[config.mk]
export PLATFORM = sky130hd
export DESIGN_NAME = chrono_alarm_chime
export DESIGN_NICKNAME = d
export VERILOG_FILES = /design/src/rtl/chrono_pkg.sv /design/src/rtl/chrono_tone_gen.sv /design/src/rtl/chrono_alarm_chime.sv
export SDC_FILE = /design/constraint.sdc
export NUM_CORES = 1
export LEC_CHECK = 0
export ABC_AREA = 1
export CAP_MARGIN = 20
export CORE_MARGIN = 2
export CORE_UTILIZATION = 45
export CTS_CLUSTER_SIZE = 8
export DETAILED_ROUTE_END_ITERATION = 8
export PLACE_DENSITY = 0.71
export SKIP_LAST_GASP = 1
export SLEW_MARGIN = 30
export SYNTH_ARGS = -nofsm -noshare
export SYNTH_HDL_FRONTEND = slang
export SYNTH_SLANG_ARGS = --single-unit
[constraint.sdc]
create_clock -name CP -period 2.5 [get_ports CP]
set_input_delay 0.5 -clock CP [delete_from_list [all_inputs] [get_ports CP]]
set_output_delay 0.5 -clock CP [all_outputs]
set_load 0.02 [all_outputs]
[src/rtl/chrono_pkg.sv]
// Shared types and elaboration-time helpers for the chrono alarm/chime sounder.
package chrono_pkg;

  typedef enum logic [1:0] {
    StIdle,
    StRing,
    StSnooze
  } chrono_state_e;

  typedef enum logic [1:0] {
    ToneSilent,
    ToneLow,
    ToneHigh
  } tone_sel_e;

  // Clock cycles per half tone period, minus one (terminal count of the divider).
  function automatic int unsigned half_period(int unsigned clk_hz, int unsigned tone_hz);
    return clk_hz / (2 * tone_hz) - 1;
  endfunction

  function automatic logic [7:0] to_bcd(int unsigned v);
    logic [7:0] r;
    r[7:4] = 4'(v / 10);
    r[3:0] = 4'(v % 10);
    return r;
  endfunction

  function automatic logic bcd_lt(logic [7:0] a, logic [7:0] b);
    int unsigned av;
    int unsigned bv;
    av = 32'(a[7:4]) * 10 + 32'(a[3:0]);
    bv = 32'(b[7:4]) * 10 + 32'(b[3:0]);
    return av < bv;
  endfunction

endpackage

[src/rtl/chrono_tone_gen.sv]
// Square-wave tone synthesiser: divides CP down to the low or high tone, silent otherwise.
module chrono_tone_gen
  import chrono_pkg::*;
#(
  parameter int unsigned CLK_HZ  = 1_000_000,
  parameter int unsigned LOW_HZ  = 500,
  parameter int unsigned HIGH_HZ = 1000,
  parameter int unsigned DIV_W   = 16
) (
  input  logic      CP,
  input  logic      nCR,
  input  tone_sel_e tone_sel,
  output logic      AUDIO
);

  localparam logic [DIV_W-1:0] LOW_HALF  = DIV_W'(half_period(CLK_HZ, LOW_HZ));
  localparam logic [DIV_W-1:0] HIGH_HALF = DIV_W'(half_period(CLK_HZ, HIGH_HZ));

  tone_sel_e        sel_q;
  logic [DIV_W-1:0] cnt_q;
  logic [DIV_W-1:0] half;
  logic             phase_q;

  assign half = (tone_sel == ToneLow) ? LOW_HALF : HIGH_HALF;

  // On a select change the divider restarts at 1: the change cycle itself is the first count,
  // so the first rise lands exactly one half-period after the select register updated.
  always_ff @(posedge CP or negedge nCR) begin
    if (!nCR) begin
      sel_q   <= ToneSilent;
      cnt_q   <= '0;
      phase_q <= 1'b0;
    end else if (tone_sel != sel_q) begin
      sel_q   <= tone_sel;
      cnt_q   <= DIV_W'(1);
      phase_q <= 1'b0;
    end else if (tone_sel == ToneSilent) begin
      cnt_q   <= '0;
      phase_q <= 1'b0;
    end else if (cnt_q >= half) begin
      cnt_q   <= '0;
      phase_q <= ~phase_q;
    end else begin
      cnt_q   <= cnt_q + DIV_W'(1);
    end
  end

  // Mask the stale phase during the single cycle before a select change is absorbed.
  assign AUDIO = phase_q & (tone_sel == sel_q) & (tone_sel != ToneSilent);

endmodule

[src/rtl/chrono_alarm_chime.sv]
// Hourly chime plus H:M alarm with stop/snooze, alarm taking priority over chime.
// Optional quiet-hours chime suppression is enabled by defining CHRONO_QUIET_HOURS_EN.
module chrono_alarm_chime
  import chrono_pkg::*;
#(
  parameter int unsigned CLK_HZ     = 1_000_000,
  parameter int unsigned LOW_HZ     = 500,
  parameter int unsigned HIGH_HZ    = 1000,
  parameter int unsigned DIV_W      = 16,
  parameter int unsigned N_LOW      = 4,
  parameter int unsigned ALARM_SEC  = 30,
  parameter int unsigned SNOOZE_SEC = 300,
  parameter int unsigned MAX_SNOOZE = 3
`ifdef CHRONO_QUIET_HOURS_EN
  ,
  parameter logic [7:0]  QUIET_START = 8'h22,
  parameter logic [7:0]  QUIET_END   = 8'h07
`endif
) (
  input  logic       CP,
  input  logic       nCR,
  input  logic       SEC_TICK,
  input  logic [7:0] TIME_H,
  input  logic [7:0] TIME_M,
  input  logic [7:0] TIME_S,
  input  logic [7:0] ALARM_H,
  input  logic [7:0] ALARM_M,
  input  logic       ALARM_EN,
  input  logic       CHIME_EN,
  input  logic       KEY_STOP,
  input  logic       KEY_SNOOZE,
  output logic       AUDIO,
  output logic       ALARM_ACTIVE,
  output logic       CHIME_ACTIVE
);

  localparam int unsigned RING_W = $clog2(ALARM_SEC + 1);
  localparam int unsigned SNZ_W  = $clog2(SNOOZE_SEC + 1);
  localparam int unsigned NUM_W  = $clog2(MAX_SNOOZE + 1);

  chrono_state_e     state_q, state_d;
  tone_sel_e         sel_q, sel_d, chime_sel;
  logic [RING_W-1:0] ring_q, ring_d;
  logic [SNZ_W-1:0]  snz_q, snz_d;
  logic [NUM_W-1:0]  num_q, num_d;
  logic              chime_q, chime_d;
  logic              quiet;
  logic              alarm_match;

`ifdef CHRONO_QUIET_HOURS_EN
  always_comb begin
    if (bcd_lt(QUIET_START, QUIET_END)) begin
      quiet = !bcd_lt(TIME_H, QUIET_START) && bcd_lt(TIME_H, QUIET_END);
    end else if (bcd_lt(QUIET_END, QUIET_START)) begin
      quiet = !bcd_lt(TIME_H, QUIET_START) || bcd_lt(TIME_H, QUIET_END);
    end else begin
      quiet = 1'b0;
    end
  end
`else
  assign quiet = 1'b0;
`endif

  // Low beeps fall on the odd seconds 59-2k; the BCD patterns are elaboration constants.
  always_comb begin
    chime_sel = ToneSilent;
    if (CHIME_EN && !quiet && (TIME_M == 8'h59)) begin
      if (TIME_S == 8'h59) chime_sel = ToneHigh;
      for (int unsigned k = 1; k <= N_LOW; k++) begin
        if (TIME_S == to_bcd(59 - 2 * k)) chime_sel = ToneLow;
      end
    end
  end

  assign alarm_match = ALARM_EN && (TIME_H == ALARM_H) && (TIME_M == ALARM_M) &&
                       (TIME_S == 8'h00);

  always_comb begin
    state_d = state_q;
    sel_d   = sel_q;
    ring_d  = ring_q;
    snz_d   = snz_q;
    num_d   = num_q;
    chime_d = chime_q;
    if (!ALARM_EN && (state_q != StIdle)) begin
      state_d = StIdle;
      sel_d   = ToneSilent;
    end else if (KEY_STOP && (state_q != StIdle)) begin
      state_d = StIdle;
      sel_d   = ToneSilent;
    end else if (KEY_SNOOZE && (state_q == StRing) && (num_q < NUM_W'(MAX_SNOOZE))) begin
      state_d = StSnooze;
      sel_d   = ToneSilent;
      snz_d   = '0;
      num_d   = num_q + NUM_W'(1);
    end else if (SEC_TICK) begin
      unique case (state_q)
        StIdle: begin
          if (alarm_match) begin
            // Entry tick is ring second 0, which sounds.
            state_d = StRing;
            sel_d   = ToneHigh;
            ring_d  = RING_W'(1);
            num_d   = '0;
            chime_d = 1'b0;
          end else begin
            sel_d   = chime_sel;
            chime_d = (chime_sel != ToneSilent);
          end
        end
        StRing: begin
          if (ring_q == RING_W'(ALARM_SEC)) begin
            state_d = StIdle;
            sel_d   = ToneSilent;
          end else begin
            sel_d  = ring_q[0] ? ToneSilent : ToneHigh;
            ring_d = ring_q + RING_W'(1);
          end
        end
        StSnooze: begin
          if (snz_q + SNZ_W'(1) == SNZ_W'(SNOOZE_SEC)) begin
            state_d = StRing;
            sel_d   = ToneHigh;
            ring_d  = RING_W'(1);
          end else begin
            snz_d = snz_q + SNZ_W'(1);
          end
        end
        default: begin
          state_d = StIdle;
          sel_d   = ToneSilent;
        end
      endcase
    end
  end

  always_ff @(posedge CP or negedge nCR) begin
    if (!nCR) begin
      state_q <= StIdle;
      sel_q   <= ToneSilent;
      ring_q  <= '0;
      snz_q   <= '0;
      num_q   <= '0;
      chime_q <= 1'b0;
    end else begin
      state_q <= state_d;
      sel_q   <= sel_d;
      ring_q  <= ring_d;
      snz_q   <= snz_d;
      num_q   <= num_d;
      chime_q <= chime_d;
    end
  end

  assign ALARM_ACTIVE = (state_q != StIdle);
  assign CHIME_ACTIVE = chime_q;

  chrono_tone_gen #(
    .CLK_HZ (CLK_HZ),
    .LOW_HZ (LOW_HZ),
    .HIGH_HZ(HIGH_HZ),
    .DIV_W  (DIV_W)
  ) u_tone_gen (
    .CP      (CP),
    .nCR     (nCR),
    .tone_sel(sel_q),
    .AUDIO   (AUDIO)
  );

endmodule

---- Yosys cells after proc, flatten, opt, wreduce, memory -nomap -nowiden ----
Cells that the tools add are included.
operators by class
  order comparisons ....................... 2
  muxes and demuxes ....................... 43
  add/sub/neg operators ................... 4
  equality and inequality tests ........... 22
  bitwise operators ....................... 6
  reductions and logical operators ........ 28
operators by type and width
  cell                     number
  $mux W2                  25
  $eq A8 B7 Y1 const B     6
  $mux W16                 3
  $mux W9                  4
  $add A16 B1 Y16 const B  1
  $eq A8 B8 Y1             2
  $ge A16 B16 Y1           1
  $mux W5                  3
  $pmux W5 S3              1
  $reduce_and A5 Y1        3
  $reduce_bool A2 Y1       7
  $pmux W2 S3              2
  $mux W10                 1
  $ne A5 B5 Y1 const B     2
  $add A9 B1 Y9 const B    1
  $eq A9 B9 Y1 const B     1
  $logic_and A1 B1 Y1      8
  $logic_not A8 Y1         1
  $ne A2 B2 Y1 const B     4
  $reduce_and A8 Y1        1
  $reduce_bool A3 Y1       2
  $add A5 B1 Y5 const B    1
  $eq A5 B5 Y1 const B     1
  $ne A5 B3 Y1 const B     1
  other kinds (14)         23
storage, ports and cells
  word-level logic and storage cells ...... 114
  output and inout bits ................... 3
  input bits .............................. 47
  register bits ........................... 40

---- Logic depth before layout (Yosys ltp) ----
Gate-level depths: netlist of the first run.
  depth after elaboration ................. 13
  gate-level depth with buffers ........... 14
  gate-level depth less buffers ........... 13

---- Cells and area by module ----
A second synthesis of the first run with hierarchy kept.
unflattened totals
  cells, all modules ...................... 398
  area, all modules ....................... 2736.4 µm²
by module, submodules not included
  module              cells each  area an instance (µm²)  times used
  chrono_alarm_chime  286         1794.2                  1
  chrono_tone_gen     112         942.2                   1

---- Worst setup path after synthesis of the first run ----
Ideal clock, no wire load.
  kind .................................... register to register
  start ................................... register sel_q[1]
  end ..................................... register u_tone_gen.cnt_q[8]
  data arrival time ....................... 1.694 ns
  slack ................................... 0.710 ns
  buffers on the path ..................... 0
  clock period less this slack ............ 1.790 ns
  cell stages (with the launch flop) ...... 8
  library setup time ...................... 0.096 ns
  path through ............................ dfrtp_1 > nor2_1 > inv_1 > ha_1 > nor4_1 > nor3b_1 > nand3_1 > a211oi_1
on the way
  longest elaborated chain between the ends .. 6
ends and longest elaborated chain
  element                   RTL line                   RTL
  start: declaration        chrono_alarm_chime.sv:42   tone_sel_e sel_q, sel_d, chime_sel;
  start signal: assignment  chrono_alarm_chime.sv:140  sel_q <= ToneSilent;
  start signal: assignment  chrono_alarm_chime.sv:147  sel_q <= sel_d;
  $eq A2 B1 Y1              chrono_tone_gen.sv:24      assign half = (tone_sel == ToneLow) ? LOW_HALF : HIGH_HALF;
  $mux W10                  chrono_tone_gen.sv:24
  $ge A16 B16 Y1            chrono_tone_gen.sv:40      end else if (cnt_q >= half) begin
  $mux W16                  chrono_tone_gen.sv:40
  $mux W16                  chrono_tone_gen.sv:37      end else if (tone_sel == ToneSilent) begin
  $mux W16 *                chrono_tone_gen.sv:33      end else if (tone_sel != sel_q) begin
  end signal: assignment    chrono_tone_gen.sv:44      cnt_q <= cnt_q + DIV_W'(1);
  end: declaration          chrono_tone_gen.sv:20      logic [DIV_W-1:0] cnt_q;
Every way passes the cells marked *; elsewhere a longest branch is shown, timed or not.
A chain may end at the register's enable or synchronous reset.

---- Final worst setup path of the first run ----
  start ................................... register sel_q[0]
  end ..................................... output port AUDIO
on the way
  longest elaborated chain between the ends .. 3
ends and longest elaborated chain
  element           RTL line                  RTL
  $eq A2 B2 Y1      chrono_tone_gen.sv:49     assign AUDIO = phase_q & (tone_sel == sel_q) & (tone_sel != ToneSilent);
  $and A1 B1 Y1     chrono_tone_gen.sv:49
  $and A1 B1 Y1 *   chrono_tone_gen.sv:49
  end: declaration  chrono_alarm_chime.sv:32  output logic AUDIO,
Marks and branches as above.

==> results of run 1 <==
## cell usage after synthesis (all sizes together)
cell	count	area, µm²
clkbuf	3	11.3
nand2	141	568
nor4	3	18.8
nor3	8	40.0
xnor2	2	17.5
a21oi	12	63.8
or2	2	12.5
xor2	4	35.0
nand3	25	135
inv	58	218
nand3b	4	30.0
buf	2	27.5
nor2	55	236
nand4	8	50.1
conb	1	3.75
dfrtp	40	1000
ha	9	113
a31oi	1	6.26
o21ai	19	129
clkinv	1	3.75
and3	1	6.26
a211oi	1	7.51
nor3b	3	22.5
## flip-flops by register name, summed over array words and instances (netlist names)
| register | count |
|---|---|
| state_q | 2 |
| ring_q | 5 |
| num_q | 2 |
| u_tone_gen.cnt_q | 16 |
| snz_q | 9 |
| sel_q | 2 |
| u_tone_gen.sel_q | 2 |
| CHIME_ACTIVE | 1 |
| u_tone_gen.phase_q | 1 |
## cell families (layout without fill, tap and decap cells)
family / after synthesis / count (layout) / synth area share, %
flops: 40 / 40 / 36.3
buf+inv: 64 / 116 / 9.44
fa+ha+maj: 9 / 9 / 4.09
other cells: 1 / 5 / 0.136
compound gates: 33 / 33 / 7.49
xor+xnor: 6 / 6 / 1.91
simple gates: 250 / 250 / 40.6
## power by group
group          total [mW]  internal, mW  switching, mW  leakage, nW
clock               0.542         0.301          0.241       0.0583
combinational       0.813         0.313          0.500         1.08
sequential          0.869         0.746          0.123        0.532
## stage by stage
stage | utilization, % | hold WS [ps] | power, mW | setup slack [ps] | std cells
after global placement | 55.9 | 413 | 1.66 | 271 | 526
after global routing | 58.0 | 204 | 2.42 | 66.6 | 534
after detailed placement | 55.9 | 423 | 1.69 | 244 | 526
after floorplan | - | 204 | 1.47 | 710 | 407
final | 58.0 | 163 | 2.22 | 271 | 534
after CTS | 57.9 | 350 | 2.25 | 266 | 534
## metal layers
metal	vias to the layer above	share of wire [%]	GRT usage, %
li1	1361	-	-
met1	1128	48	24.3
met2	32	48	35.0
met3	9	2.7	3.59
met4	0	1.4	5.50
met5	-	0	0
## final cells by class
class | instances | area, µm² | share of cell area [%]
repair buffers | 49 | 487 | 14.2
flip-flops and latches | 40 | 1000 | 29.2
multi-input cells | 303 | 1510 | 44.1
clock inverters | 3 | 47.5 | 1.38
inverters | 59 | 221 | 6.45
well taps | 75 | 93.8 | 2.73
clock buffers | 5 | 68.8 | 2.00
## worst paths after layout
kind / end / slack, ps / cells after the start
worst min register to register: u_tone_gen.sel_q[0] / 440 / 0
max in group asynchronous: state_q[1] / 1970 / 1
worst min-delay path: u_tone_gen.cnt_q[1] / 160 / 1
worst max register to register: u_tone_gen.cnt_q[2] / 340 / 8
min in group CP: u_tone_gen.sel_q[0] / 440 / 0
worst max-delay path: AUDIO / 270 / 5
## repair_timing
action                                  in CTS  in global routing
endpoints found under the hold margin        0                  0
gates resized for setup                      2                  0
endpoints found under the setup margin       1                  0
==> results.yml, run 1 <==
setup_path:
  criticalPathCategory: "flip-flop to output port"
  crit_family: "simple AND/OR/NAND/NOR gates"
  arrival_ps: 1730
  cp_data_required_time_ps: 2000
  cp_num_buf_inv: 1
  cp_slowest_cell: "dfrtp_1"
  r2r_start: "sel_q[0]"
  crit_path_max_incr_delay_ps: 420
  critPathLaunchType: "flip-flop"
  path_max_fanout: 5
  cp-end-kind: "output port"
  cp_cell_sequence: "or2_2 > a21oi_2 > nand2_1 > nor2_1 > dlygate4sd2_1"
  critPathLaunch: "sel_q[0]"
synthesis:
  yosysUniqueCellTypes: 34
  synth_seq_cells: 40
  synthCells: 403
  avgSynthCellArea_um2: 6.84
  yosysWarnings: 0
  seq_area_frac_synth_pct: 36.3
  synth_area_um2: 2760
power_and_ir_drop:
  p_leak_nw: 1.67
  vdd_drop_max_mv: 0.502
  p_per_area_nw_per_um2: 648
finish:
  finalInstanceArea_um2: 3430
  mostFrequentLayoutCell: "nand2_1"
  n_fill_cell: 560
  areaGrowthSynthToFinish_pct: 24.6
  diodes: 0
  mostFrequentLayoutCells: "nand2_1, inv_1, nor2_1, clkdlybuf4s50_1, dfrtp_1"
  finalNetCount: 514
  drive_above_1_share_pct: 8.71
cts:
  post-cts-setup-buffer-count: 0
  htreeDepth: 2
  clkSinkCount: 40
  cts_hold_buf: 0
  cts_tree: "built"
  root_buffer: "clkbuf_8"
  clk_pin_slew_ps: 90
  clock_latency_ps: 300
  cts_made_buffers: 5
  cts.path.max_buffers: 2
global_route:
  antenna_found_initial: 0
  grt_pass1_vias: 2496
  grt_first_pass_wirelength_um: 10600
  grt_max_degree: 41
  globalRouteTotalUtil_pct: 19.7
  grt_overflow_total: 0
routing:
  via_count: 2530
  drt-wirelength-per-cell_um: 11.0
  vias_per_cell: 4.74
  firstDrtPassIters: 4
  drc_errors: 0
  drt_iter0_drc: 103
  drt_wl_total_um: 5860
  ant_nets: 0
timing:
  setup_viol: 0
  slew_headroom_pct: 66.2
  fin_setup_tns_ps: 0
  drv_slew: 0
  fin_crit_sh_pct: 89.2
  worstMarginPinSlew_ps: 507
  rsz0062_at_grt: "no"
  period_needed_ps: 2230
  max_freq_mhz: 449
  fin_worst_skew_ps: 10.4
  final-hold-violation-count: 0
die:
  fp.dieW_um: 82.3
  io_pins: 50
  core-area_um2: 5920
  rows: 28
  die-area_um2: 6770
  start_util_pct: 46.6
  die_height_um: 82.3
placed_design:
  postPlaceCellArea_um2: 3310
  post-dp-hpwl_um: 4550
  gp_congestion: 0.815
  io_buffers: 49
outcome:
  run_status: "completed"
flow_run:
  maxCapViolCount: 0
worst_hold_path:
  hp-class: "primary input to async pin"
Power figures use the tool's default switching activity.
==> run 2: changes to the inputs <==
Settings changed: SYNTH_HIERARCHICAL set to 1.
==> run 2 against run 1 <==
Combinational power is essentially flat. Die area shrank 0.69%. Critical path type unchanged. Fmax shrank 3.6%. Cell count shrank 0.19%. Largest power group unchanged. Via count grew 1.1%. Design area is the same. Routed wire length shrank 1.7%. Critical endpoint unchanged.
==> results.yml, run 2 <==
finish:
  finalNetCount: 512
  mostFrequentLayoutCells: "nand2_1, inv_1, clkdlybuf4s50_1"
  finalInstanceArea_um2: 3430
  largest_reg_flops: 16
  drive_above_1_share_pct: 7.86
  n_fill_cell: 561
  top_regs: "u_tone_gen/cnt_q x16, snz_q x9, ring_q x5"
  mostFrequentLayoutCell: "nand2_1"
  largest_register: "u_tone_gen/cnt_q"
  diodes: 0
  final_cell_count_no_fill: 533
  areaGrowthSynthToFinish_pct: 25.5
timing:
  rsz0062_at_grt: "no"
  worstMarginPinSlew_ps: 504
  fin_setup_tns_ps: 0
  fin_crit_sh_pct: 92.5
  final-hold-violation-count: 0
  max_freq_mhz: 433
  drv_slew: 0
  slew_headroom_pct: 66.4
  hold-worst-slack_ps: 178
  period_needed_ps: 2310
  setup_slack_ps: 188
  setup_viol: 0
  fin_worst_skew_ps: 4.39
setup_path:
  cp-end-kind: "output port"
  rrSetupSlack_ps: 720
  critPathLaunch: "sel_q[0]"
  cp_data_required_time_ps: 2000
  cp_slowest_cell: "clkdlybuf4s50_1"
  r2r_start: "snz_q[0]"
  crit_path_max_incr_delay_ps: 620
  criticalPathCategory: "flip-flop to output port"
  r2r_cells: 10
  arrival_ps: 1810
  path_max_fanout: 5
  cp_cell_sequence: "inv_1 > nand2_1 > nand2_1 > nand3_1 > nor2_1 > clkdlybuf4s50_1"
  critPathLaunchType: "flip-flop"
  reg2reg_to: "ring_q[2]"
  path_common_cell: "nand2_1"
routing:
  top_layer_used: "met4"
  firstDrtPassIters: 4
  drt_iter0_drc: 116
  ant_nets: 0
  drt_wl_total_um: 5770
  wl_met3_um: 318
  vias_per_cell: 4.80
  met2_length_um: 2690
  drc_errors: 0
  via_count: 2557
  drt-met1-wl_um: 2670
  drt-wirelength-per-cell_um: 10.8
global_route:
  grt_overflow_total: 0
  grt_pass1_vias: 2448
  grt_max_degree: 41
  globalRouteTotalUtil_pct: 19.2
  antenna_found_initial: 0
  grt_first_pass_wirelength_um: 10100
flow_run:
  maxCapViolCount: 0
power_and_ir_drop:
  clkPwrFrac_pct: 23.6
  intPower_mw: 1.38
  p_sw_share_pct: 37.5
  vdd_drop_max_mv: 0.376
  seqPwrFrac_pct: 39.5
  p_per_area_nw_per_um2: 641
  p_comb_share_pct: 36.9
  p_leak_nw: 1.72
  switchingPower_uw: 825
synthesis:
  avgSynthCellArea_um2: 6.88
  yosysMostFrequentCell: "nand2_1"
  yosysTopAreaCellShare_pct: 36.6
  synthCells: 398
  synth_area_um2: 2740
  synth-edff-count: 0
  synth_seq_cells: 40
  synth_top_area_cell: "dfrtp_1"
  ys_top_cells_by_count: "nand2_1, inv_1, nor2_1"
  seq_area_frac_synth_pct: 36.6
  synth-async-reset-ratio_pct: 100
  yosysWarnings: 6
  yosysUniqueCellTypes: 36
  synthTopCellsByArea: "dfrtp_1, nand2_1, inv_1"
  ys.flop_type: "dfrtp_1"
die:
  die_height_um: 82.0
  io_pins: 50
  fp.dieW_um: 82.0
  core-area_um2: 5890
  start_util_pct: 46.5
  die-area_um2: 6720
  rows: 28
placed_design:
  dp_slack_ps: 360
  io_buffers: 49
  postPlaceCellArea_um2: 3320
  post-dp-hpwl_um: 4600
  placed_cells: 525
  gp_congestion: 0.822
cts:
  post-cts-setup-buffer-count: 0
  htreeDepth: 2
  root_buffer: "clkbuf_8"
  cts_tree: "built"
  cts_hold_buf: 0
  cts_made_buffers: 5
  cts.path.max_buffers: 2
  clk_pin_slew_ps: 80
  post_cts_resized: 0
  clock_latency_ps: 290
  clkSinkCount: 40
worst_hold_path:
  hp-class: "primary input to async pin"
outcome:
  run_status: "completed"
## run 2: changes by cell type after synthesis, moves of 5 or more
cell     change
o21ai_2      -9
nand4_1      +5
xnor2_1      +5
inv_1        +6
o21ai_1      +5
nor2_1       -6
## run 2: routing by layer
layer  GRT usage [%]  vias to the layer above
met5               0                        -
met1            23.8                     1110
met3            4.18                        8
li1                -                     1363
met2            32.4                       76
met4            7.67                        0
## run 2: stage by stage
step           util (%)  power [mW]
6_report           58.3        2.20
5_1_grt            58.3        2.38
4_1_cts            58.3        2.22
3_5_place_dp       56.5        1.70
3_3_place_gp       56.5        1.67
2_1_floorplan         -        1.44
## run 2: area by class of cell
| type | count | area (µm²) | share of cell area (%) |
|---|---|---|---|
| Clock inverter | 2 | 35.0 | 1.02 |
| Sequential cell | 40 | 1000 | 29.2 |
| Clock buffer | 6 | 72.6 | 2.11 |
| Inverter | 66 | 248 | 7.22 |
| Multi-Input combinational cell | 292 | 1470 | 42.9 |
| Tap cell | 75 | 93.8 | 2.73 |
| Timing Repair Buffer | 52 | 510 | 14.9 |
## run 2: worst max-delay path: cells and delay by family (launching register included)
kind                   cells  cell delay, ps
and+or+nand+nor            4             390
buffers and inverters      2             700
DFF                        1             420
## run 2: power by group through the flow
stage	logic, mW	registers, mW	clock network (mW)
5_1_grt	0.926	0.890	0.567
3_3_place_gp	0.796	0.879	0
4_1_cts	0.816	0.870	0.537
2_1_floorplan	0.589	0.853	0
6_report	0.812	0.870	0.518
3_5_place_dp	0.814	0.882	0
## run 2: how the worst max path moves through the flow
stage | end | slack [ps] | cells past startpoint
finish | AUDIO | 190 | 6
global route | AUDIO | 30 | 6
CTS | AUDIO | 150 | 6
detailed placement | ring_q[2] | 360 | 12
global placement | num_q[0] | 370 | 12
floorplan | ring_q[2] | 940 | 11
## run 2: logic make-up (layout without fill, tap and decap cells)
| logic type | after synthesis | in the layout | synth area share, % |
|---|---|---|---|
| simple gates | 243 | 243 | 40.8 |
| buf+inv | 70 | 126 | 10.2 |
| flops | 40 | 40 | 36.6 |
| compound gates | 26 | 26 | 5.49 |
| xor+xnor | 10 | 10 | 3.20 |
| fa+ha+maj | 8 | 8 | 3.66 |
| other cells | 1 | 5 | 0.137 |
